## src/rtl/fir_pkg.sv

```systemverilog
// Shared FIR post-processing definitions: default widths and the
// round/shift/saturate helper reused by the output-side stages.
package fir_pkg;

    localparam int unsigned FIR_PRODUCT_WIDTH = 32;
    localparam int unsigned FIR_DATAWIDTH     = 16;
    localparam int unsigned FIR_FRAC_SHIFT    = 15;
    localparam int unsigned FIR_BUF_DEPTH     = 4;

    // Working width for the helper; callers sign-extend into it and keep low bits.
    localparam int unsigned RSS_W = 64;

    typedef struct packed {
        logic [RSS_W-1:0] value;
        logic             sat;
    } rss_t;

    function automatic rss_t round_shift_sat(
        input logic signed [RSS_W-1:0] x,
        input int unsigned             frac_shift,
        input int unsigned             out_width,
        input logic                    rnd,
        input logic                    sat
    );
        logic signed [RSS_W:0] acc;
        logic signed [RSS_W:0] hi;
        logic signed [RSS_W:0] lo;
        rss_t                  r;
        acc = {x[RSS_W-1], x};
        if (rnd && (frac_shift > 0))
            acc = acc + ((RSS_W+1)'(1) << (frac_shift - 1));
        acc = acc >>> frac_shift;
        hi  = ((RSS_W+1)'(1) << (out_width - 1)) - (RSS_W+1)'(1);
        lo  = -hi - (RSS_W+1)'(1);
        r.value = acc[RSS_W-1:0];
        r.sat   = 1'b0;
        if (sat) begin
            if (acc > hi) begin
                r.value = hi[RSS_W-1:0];
                r.sat   = 1'b1;
            end else if (acc < lo) begin
                r.value = lo[RSS_W-1:0];
                r.sat   = 1'b1;
            end
        end
        return r;
    endfunction

endpackage

```

## src/rtl/fir_out_fifo.sv

```systemverilog
// Generic show-ahead FIFO: head entry always on dout, zero when empty.
module fir_out_fifo #(
    parameter int unsigned WIDTH = 16,
    parameter int unsigned DEPTH = 4
) (
    input  logic                       clk,
    input  logic                       rst,
    input  logic                       wr_req,
    input  logic [WIDTH-1:0]           din,
    input  logic                       rd_req,
    output logic [WIDTH-1:0]           dout,
    output logic                       valid,
    output logic                       full,
    output logic [$clog2(DEPTH):0]     count,
    output logic                       push_ok
);

    localparam int unsigned AW = $clog2(DEPTH);
    localparam int unsigned CW = AW + 1;

    logic [WIDTH-1:0] mem [DEPTH];
    logic [AW-1:0]    wr_ptr;
    logic [AW-1:0]    rd_ptr;
    logic             pop;

    // A write is accepted when full only if the head leaves in the same cycle.
    always_comb begin
        pop     = valid & rd_req;
        push_ok = wr_req & (~full | pop);
    end

    always_ff @(posedge clk) begin
        if (rst) begin
            wr_ptr <= '0;
            rd_ptr <= '0;
            count  <= '0;
        end else begin
            if (push_ok)
                wr_ptr <= wr_ptr + 1'b1;
            if (pop)
                rd_ptr <= rd_ptr + 1'b1;
            case ({push_ok, pop})
                2'b10:   count <= count + CW'(1);
                2'b01:   count <= count - CW'(1);
                default: count <= count;
            endcase
        end
    end

    always_ff @(posedge clk) begin
        if (!rst && push_ok)
            mem[wr_ptr] <= din;
    end

    always_comb begin
        valid = (count != '0);
        full  = (count == CW'(DEPTH));
        dout  = valid ? mem[rd_ptr] : '0;
    end

endmodule

```

## src/rtl/fir_out_buf.sv

```systemverilog
// FIR output stage: round/shift/narrow the accumulator result and buffer it
// in a show-ahead FIFO with valid/ready toward the sample sink.
module fir_out_buf
    import fir_pkg::*;
#(
    parameter int unsigned PRODUCT_WIDTH = FIR_PRODUCT_WIDTH,
    parameter int unsigned OUT_WIDTH     = FIR_DATAWIDTH,
    parameter int unsigned FRAC_SHIFT    = FIR_FRAC_SHIFT,
    parameter int unsigned DEPTH         = FIR_BUF_DEPTH
) (
    input  logic                         clk,
    input  logic                         rst,
    input  logic [PRODUCT_WIDTH-1:0]     tin_y,
    input  logic                         ld_y,
    input  logic                         rnd_en,
    input  logic                         sat_en,
    output logic [OUT_WIDTH-1:0]         tout_y,
    output logic                         tout_valid,
    input  logic                         tout_ready,
    output logic                         full,
    output logic [$clog2(DEPTH):0]       count,
    output logic                         ovf_sticky,
    output logic                         sat_sticky,
    input  logic                         clr_flags
);

    logic signed [RSS_W-1:0] x_ext;
    rss_t                    conv;
    logic [OUT_WIDTH-1:0]    conv_y;
    logic                    push_ok;
    logic                    drop;
    logic                    sat_evt;

    always_comb begin
        x_ext   = {{(RSS_W-PRODUCT_WIDTH){tin_y[PRODUCT_WIDTH-1]}}, tin_y};
        conv    = round_shift_sat(x_ext, FRAC_SHIFT, OUT_WIDTH, rnd_en, sat_en);
        conv_y  = conv.value[OUT_WIDTH-1:0];
        drop    = ld_y & ~push_ok;
        sat_evt = push_ok & conv.sat;
    end

    fir_out_fifo #(
        .WIDTH (OUT_WIDTH),
        .DEPTH (DEPTH)
    ) u_fifo (
        .clk     (clk),
        .rst     (rst),
        .wr_req  (ld_y),
        .din     (conv_y),
        .rd_req  (tout_ready),
        .dout    (tout_y),
        .valid   (tout_valid),
        .full    (full),
        .count   (count),
        .push_ok (push_ok)
    );

    // Setting beats clearing when both happen in one cycle.
    always_ff @(posedge clk) begin
        if (rst) begin
            ovf_sticky <= 1'b0;
            sat_sticky <= 1'b0;
        end else begin
            ovf_sticky <= (ovf_sticky & ~clr_flags) | drop;
            sat_sticky <= (sat_sticky & ~clr_flags) | sat_evt;
        end
    end

endmodule

```

## config.mk

```make
export PLATFORM = sky130hd
export DESIGN_NAME = fir_out_buf
export DESIGN_NICKNAME = d
export VERILOG_FILES = /design/src/rtl/fir_pkg.sv /design/src/rtl/fir_out_fifo.sv /design/src/rtl/fir_out_buf.sv
export SDC_FILE = /design/constraint.sdc
export NUM_CORES = 1
export LEC_CHECK = 0
export CAP_MARGIN = 20
export CORE_AREA = 4 4 94 96
export DETAILED_ROUTE_END_ITERATION = 12
export DIE_AREA = 0 0 98 100
export PLACE_DENSITY = 0.76
export SLEW_MARGIN = 20
export SYNTH_ARGS = -nofsm -noshare
export SYNTH_HDL_FRONTEND = slang
export SYNTH_HIERARCHICAL = 1
export SYNTH_SLANG_ARGS = --single-unit
```

## constraint.sdc

```tcl
create_clock -name clk -period 2.13 [get_ports clk]
set_clock_uncertainty 0.1 [all_clocks]
set_input_delay 0.213 -clock clk [delete_from_list [all_inputs] [get_ports clk]]
set_output_delay 0.213 -clock clk [all_outputs]
set_load 0.01 [all_outputs]
```

Yosys cells after proc, flatten, opt, wreduce, memory -nomap -nowiden
Memories as Yosys holds them, arrays and structs flattened. A register that Yosys moved wholly into a read port is not among the register bits.
Cells that the tools add are included.

word-level totals
  ROM bits = 0
  register bits after elaboration = 9
  word-level logic and storage cells = 42
  memories = 1
  RAM bits = 64
  bits in latches = 0

memory list
  memory      depth  width  rd ports  clocked after memory_dff  wr ports  line                RTL
  u_fifo.mem  4      16     1         1                         1         fir_out_fifo.sv:21  logic [WIDTH-1:0] mem [DEPTH];

cells by class
  equal/unequal tests = 3
  reduce and logical (&&, ||, !) cells = 4
  muxes and demuxes = 10
  $add $sub $neg = 5
  bitwise logic cells = 12
  magnitude comparators = 2
  $mul = 0
  shift-type cells = 0
  divide/modulo/power cells = 0

operator list
  operator                                                          count
  two-way mux 65 bit                                                1
  two-way mux 17 bit                                                3
  greater-than comparator 50 x 16 -> 1 bit (second input constant)  1
  < comparator 50 x 16 -> 1 bit (second input constant)             1
  adder 32 x 16 -> 33 bit (second input constant)                   1
  two-way mux 16 bit                                                1
  AND 1 bit                                                         6
  case mux 3 bit (2 select lines)                                   1
  adder 2 x 1 -> 2 bit (second input constant)                      2
  two-way mux 2 bit                                                 2
  adder 3 x 1 -> 3 bit (second input constant)                      1
  equality test 3 bit (second input constant)                       1
  NOT 1 bit                                                         3
  OR 1 bit                                                          3
  nonzero test 3 bit                                                1
  subtractor 3 x 1 -> 3 bit (second input constant)                 1
  equality test 2 x 1 -> 1 bit (second input constant)              1
  equality test 2 bit (second input constant)                       1
  two-way mux 1 bit                                                 2
  nonzero test 2 bit                                                1
  logical AND 1 bit                                                 1
  logical NOT 1 bit                                                 1

Depth between registers and ports, before layout
  depth after elaboration = 8
  depth in mapped cells = 9
  gate-level depth less buffers = 7

Hierarchy
Netlist, hierarchy kept.

modules (own cells, without submodules)
  module        instances  cells each  area each (sq um)
  fir_out_fifo  1          168         3012.9
  fir_out_buf   1          91          713.2

Worst setup path after synthesis
OpenSTA, ideal clock, no wires.

  path type = register to register
  start = register u_fifo.count[2]
  end = register u_fifo.count[2]
  cell stages (with the launch flop) = 10
  path buffers = 2
  library setup time = 74 ps
  setup slack = 2 ps
  required time = 1956 ps
  arrival = 1953 ps
  cell sequence = dfxtp_1 -> buf_2 -> nor3_4 -> buf_2 -> inv_1 -> nand3_1 -> fa_1 -> nand2b_1 -> or3b_1 -> a31oi_1

on the way
  word-level cells in the longest chain between the ends = 6
  elaborated cells on any way between the ends = 12

RTL lines
  item                                                                   line                RTL
  from (decl)                                                            fir_out_fifo.sv:14  output logic [$clog2(DEPTH):0] count,
  from (signal assigned)                                                 fir_out_fifo.sv:43  2'b10: count <= count + CW'(1);
  from (signal assigned)                                                 fir_out_fifo.sv:44  2'b01: count <= count - CW'(1);
  from (signal assigned)                                                 fir_out_fifo.sv:45  default: count <= count;
  nonzero test 3 bit (*)                                                 fir_out_fifo.sv:56  valid = (count != '0);
  net tout_valid                                                         fir_out_buf.sv:18   output logic tout_valid,
  AND 1 bit (*)                                                          fir_out_fifo.sv:28  pop = valid & rd_req;
  OR 1 bit                                                               fir_out_fifo.sv:29  push_ok = wr_req & (~full | pop);
  AND 1 bit                                                              fir_out_fifo.sv:29
  equality test 2 x 1 -> 1 bit or equality test 2 bit (tied branches)    fir_out_fifo.sv:42  case ({push_ok, pop})
  case mux 3 bit (2 select lines) or nonzero test 2 bit (tied branches)  -

Mark *: on every way through the listed nets, which the timed path passes. The rest lies on a longest branch.
A chain may end at the register's enable or synchronous reset.

==> metrics <==
Synth area leaders=edfxtp_1 (52%), mux4_2 (9.7%), dfxtp_1 (5.9%); GRT met2 Usage=approximately a third; initial antenna violation count=0; number of global-route vias before repair=2595; total chip power=about 4.5 mW; Async S/R FF share, synth=0%; vias per cell=5.33; Yosys cell types=56; Max Cap Viol=0; setup TNS=0 ps; vias=roughly 2500; #FFs+latches synth=75; Avg Cell Area, Syn=14.4 µm²; CTS Buffer Depth=2; CP max FO=7; PD cells=893 nW/µm²; # rows=33; Initial Util=around 46%; clock sinks=75; CP Class=in2reg; gr ovfl total=0; CTS clk-pin slew, worst paths=80 ps; drt pass-1 iters=4; TritonCTS clock tree=done; crit path launch type=primary input; crit-path cells=clkdlybuf4s50_1 > and4_4 > nand4_4 > or4_4 > o2111ai_4 > buf_12 > o21ai_2; core area=8050 µm²; final setup vio count=0; IO buf count=47; Final ANT Viol Nets=0; Fmax=0.474 GHz; Final #Nets=413; syn nets=between 300 and 400; outcome=finished clean; first-pass GRT wire length=13.2 mm; Post-Syn Area=3730 µm²; Final Cycle Share=99.1%; family with the most delay on the worst path=simple AND/OR/NAND/NOR gates; Most Used Layer, Global Route=met2; worst path buffer plus inverter count=2; M1 GR Usage=20.7%; largest stage delay on the critical path=550 ps; Ys Warns=6; Fill cells=586; Register Area=2150 µm²; post-route DRC violation count=0; Area growth, synth to finish=36.2%; Worst setup EP type=register; Final Util=63.0%; share of the synthesized area in the top cell type=51.6%; LEAKAGE=1.83 nW; Slew @ Worst Pin=469 ps; Tmin final=between 2000 and 2500 ps; Slowest cell on crit path=or4_4; worst vdd ir=0.411 mV; tightest hold margin=327 ps; worst skew pair latency=approximately 350 ps; Min-Delay Path Class=in2reg; Post-Route WL=8.33 mm; Slew HR=just under 70%; Final Hold Fails=0; internal reg-to-reg setup slack=approximately 220 ps; # diodes=0; met3 Usage GRT=4.59%; Slew Limit Fails=0; Yosys top cell by area=edfxtp_1; CTS root buf=clkbuf_8; post-route setup slack=20.1 ps; Top FF cell, synth=edfxtp_1; die footprint=9800 µm²; Num CTS Buffers=9; layout cells sized above 1=between 30% and 40%; Multi-input gate area=1530 µm²; DR WL/cell=17.4 µm; dpl hpwl=between 5 and 6 mm; GRT Util Overall=between 10% and 20%; Post-synth EDFFs=64; WP data arrival=2100 ps; RSZ-0062 raised after global routing=yes; Post-Place Setup Slack=-380 ps; Mapped Cells=259; placer's final routability congestion estimate=0.874; largest net degree at the start of global routing=17; die height=100 µm; Ports=62; CP Data Required Time=2120 ps; Die Width=98 µm; CTS H-tree depth=3; post-synthesis sequential area ratio=57.5%; hold_buf cts=0; initial DRC count=~130
-- power breakdown --
group / switching (mW) / internal (mW) / total (mW)
logic: 0.746 / 0.925 / 1.67
registers: 0.0972 / 1.71 / 1.81
clock network: 0.517 / 0.538 / 1.05
-- registers in the layout, summed over array words and instances, names as in the netlist, named ones only --
register	cells
u_fifo/mem	64
u_fifo/count	3
u_fifo/rd_ptr	2
u_fifo/wr_ptr	2
ovf_sticky	1
sat_sticky	1
-- area by class of cell --
cell class / instances / share of cell area [%]
Clock buffer: 11 / 2.59
Sequential cell: 75 / 42.3
Inverter: 9 / 0.666
Timing Repair Buffer: 110 / 20.7
Multi-Input combinational cell: 163 / 30.1
Clock inverter: 5 / 1.11
Tap cell: 105 / 2.59
-- logic make-up (layout without fill, tap and decap cells) --
logic type,Yosys count,in the layout,share of synthesized area [%]
XOR/XNOR,18,18,4.23
flip-flops,75,75,57.5
AO/OA/AOI/OAI,37,37,7.89
multiplexers,20,20,10.8
adder cells (fa/ha/maj),6,6,2.22
AND/OR/NAND/NOR,82,82,13.9
buffers and inverters,21,135,3.46
-- worst register-to-register path: stages, from the launching register on --
cell and delay, ps:
dfxtp_1 460, nor3_4 80, inv_1 80, nand3_1 90, fa_1 430, nor4b_1 360
a31oi_1 90, a31oi_1 140
-- placed cells by master, fill, tap and decap left out, types with 5 or more instances in the layout --
cell	synthesis	routed
clkbuf_8	0	9
dlymetal6s2s_1	0	6
xnor2_1	6	6
buf_2	5	7
xor2_1	12	12
buf_4	1	51
nand3_1	5	5
edfxtp_1	64	64
nor2_1	14	13
inv_1	9	9
dfxtp_1	11	8
nor2b_1	18	18
clkdlybuf4s50_1	0	23
nor3_1	5	5
and2_1	7	6
o21ai_2	10	15
mux4_2	16	16
nand2_1	5	5
buf_12	1	7
-- stage by stage --
step,instances,cell area (µm²)
after floorplan,259,3730
after detailed placement,456,4750
after global routing,478,5070
final,478,5070
after global placement,456,4750
after CTS,476,5000
-- synthesized netlist by cell type, types with 3 or more instances --
master,count
nand2_1,5
nand4_1,4
a31oi_1,3
o21ai_0,4
nor2_1,14
xnor2_1,6
nor2b_1,18
nand3_1,5
buf_6,3
nor3_1,5
dfxtp_1,11
nand2b_1,4
inv_1,9
o21ai_1,5
xor2_1,12
a21oi_1,3
and2_1,7
mux4_2,16
o21ai_2,10
buf_2,5
ha_1,5
edfxtp_1,64
-- repair_timing --
item | in CTS | in global routing
resized for setup | 57 | 30
pin swaps | 2 | 3
endpoints found under the setup margin | 48 | 70
cloned | 2 | 0
buffers inserted | 2 | 2
endpoints found under the hold margin | 0 | 0
-- routing by layer --
metal	up-vias	wire length, µm
met1	1259	3350
li1	1215	-
met2	60	4470
met4	0	180
met3	15	327
met5	-	0
-- final timing paths --
kind / startpoint / end / cells after the start
max reg2reg: u_fifo/count[0] / u_fifo/count[2] / 7
min: tin_y[26] / u_fifo/mem[0][11] / 4
min reg2reg: u_fifo/wr_ptr[1] / u_fifo/wr_ptr[1] / 2
max: tin_y[19] / u_fifo/mem[0][10] / 7
(Power assumes the default switching activity.)
==> variant (same flow settings) <==
Put one more register stage on the output `ovf_sticky`, with the module's reset. The value now appears one clock later. The other outputs are not delayed to match.
--- a/src/rtl/fir_out_buf.sv
+++ b/src/rtl/fir_out_buf.sv
@@ -23,6 +23,8 @@
     output logic                         sat_sticky,
     input  logic                         clr_flags
 );
+
+    logic ovf_sticky_s0;
 
     logic signed [RSS_W-1:0] x_ext;
     rss_t                    conv;
@@ -58,11 +60,19 @@
     // Setting beats clearing when both happen in one cycle.
     always_ff @(posedge clk) begin
         if (rst) begin
-            ovf_sticky <= 1'b0;
+            ovf_sticky_s0 <= 1'b0;
             sat_sticky <= 1'b0;
         end else begin
-            ovf_sticky <= (ovf_sticky & ~clr_flags) | drop;
+            ovf_sticky_s0 <= (ovf_sticky_s0 & ~clr_flags) | drop;
             sat_sticky <= (sat_sticky & ~clr_flags) | sat_evt;
+        end
+    end
+
+    always_ff @(posedge clk) begin
+        if (rst) begin
+            ovf_sticky <= '0;
+        end else begin
+            ovf_sticky <= ovf_sticky_s0;
         end
     end
 
Behaviour: not the same (a bounded check fails within 10 cycles, from zero or initial values and one cycle with rst high).
==> variant against the original RTL <==
  * Die area unchanged
  * Setup slack improved by 0.048 ns
  * Largest power group unchanged
  * Global-route usage is 0.78 points higher
  * Total power fell by 4.7%
  * Area after synthesis up 1.5%
  * Sequential cell count increased by 1
  * Routed wire length rose by 2.8%
  * Fmax up 2.4%
  * Design area rose by 0.20%
==> variant: results (changes against the original RTL) <==
Status
  • Status: finished, final reports clean

Critical path
  • Startpoint Class: flip-flop
  • Crit path arrival time: 1.75 ns (-0.35 ns)
  • Crit-path max FO: 6 (-1)
  • Crit path to: tout_y[15]

Placement
  • Placed standard-cell area: 4725 um^2 (-0.50%)
  • Setup slack at placement: -0.7911 ns (-0.4108 ns)
  • Placed cell count: 444 (-2.6%)
  • RD Place Congestion: 0.8793 (+0.59%)
  • Hpwl dp: 5.452 mm (-6.7%)

Hold path
  • Hold Path Depth: 3 (-1)
  • Hold Path Class: in -> reg
  • Critical hold path startpoint: tin_y[30]
  • End of the worst hold path: sat_sticky$_SDFF_PP0_

Final layout
  • Final nets: 411 (-0.48%)
  • Fillers: 599 (+2.2%)
  • Layout cells sized above 1: 0.3649 (-0.02656)
  • Reg area: 2166 um^2 (+0.82%)

Synth
  • Register area share after synthesis: 0.5716 (-0.003265)
  • Top post-synthesis cells by area: edfxtp_1 (51%), mux4_2 (9.5%), dfxtp_1 (6.4%), nor2b_1 (3.0%), o21ai_2 (2.3%)
  • Synth cell types: 51 (-8.9%)
  • Most frequent cells after synthesis: edfxtp_1 (64), nor2b_1 (18), nor2_1 (17), mux4_2 (16), dfxtp_1 (12)
  • Cell count after synthesis: 260 (+0.39%)
  • Synth async-reset ratio: 0 (unchanged)
  • Synthesized Nets: 305 (+0.33%)

Power
  • Register share of total power: 0.421 (+0.022)
  • Clk pwr: 913 uW (-13%)
  • VDD IR max: 0.4685 mV (+14%)
  • Pleak: 1.840 nW (+0.67%)
  • NetSw: 1.313 mW (-3.4%)

Timing
  • Tcrit/Tclk final: 0.9678 (-0.02277)
  • Worst-Margin Slew: 0.4658 ns (-0.003100 ns)
  • Worst hold slack: 0.3360 ns (+0.009193 ns)

Drt
  • Wire per inst: 18.02 um (+3.5%)
  • Vias: 2529 (-0.78%)
  • Initial DRC Count: 140 (+10%)
  • Detailed Routing Iterations Pass 1: 4 (unchanged)
  • Vias/cell: 5.324 (-0.16%)

CTS
  • PostCTS Resize Cnt: 77 (+35%)
  • CTS root buf: clkbuf_8
  • H-tree levels: 3 (unchanged)
  • Post-CTS setup buffer count: 14 (+12)
  • Worst-Skew Late Latency: 0.34 ns

Global routing
  • GRT Util Overall: 0.1850 (+0.007794)
  • Vias in the first global route: 2600 (+0.19%)
  • First-pass GRT wire length: 13.61 mm (+3.3%)
variant: routing by layer:
layer	vias to the layer above	part of all wire	track usage	routed length, um
met1	1244	0.40	0.2184	3389
li1	1199	-	-	-
met3	17	0.039	0.03058	332
met2	69	0.54	0.3283	4624
met5	-	0	0	0
met4	0	0.025	0.09159	214
variant: cell families (layout without fill, tap and decap cells):
family	Yosys count	in the layout	synth area share
mux	21	21	0.1095
compound gates	34	34	0.07575
xor+xnor	18	18	0.04168
fa+ha+maj	6	6	0.02183
flops	76	76	0.5716
simple gates	85	85	0.1479
buf+inv	20	130	0.03175
variant: area by class of cell:
class                           instances  share of cell area
Timing Repair Buffer                  107              0.2032
Inverter                                8            0.005906
Clock buffer                           10             0.02510
Multi-Input combinational cell        164              0.3081
Sequential cell                        76              0.4259
Tap cell                              105             0.02584
Clock inverter                          5            0.005906
variant: critical path, stage by stage, from the launching register on:
cell     delay (ns)
dfxtp_4        0.37
buf_12         0.13
buf_6          0.12
mux4_2         0.50
nor2b_1        0.14
buf_2          0.14
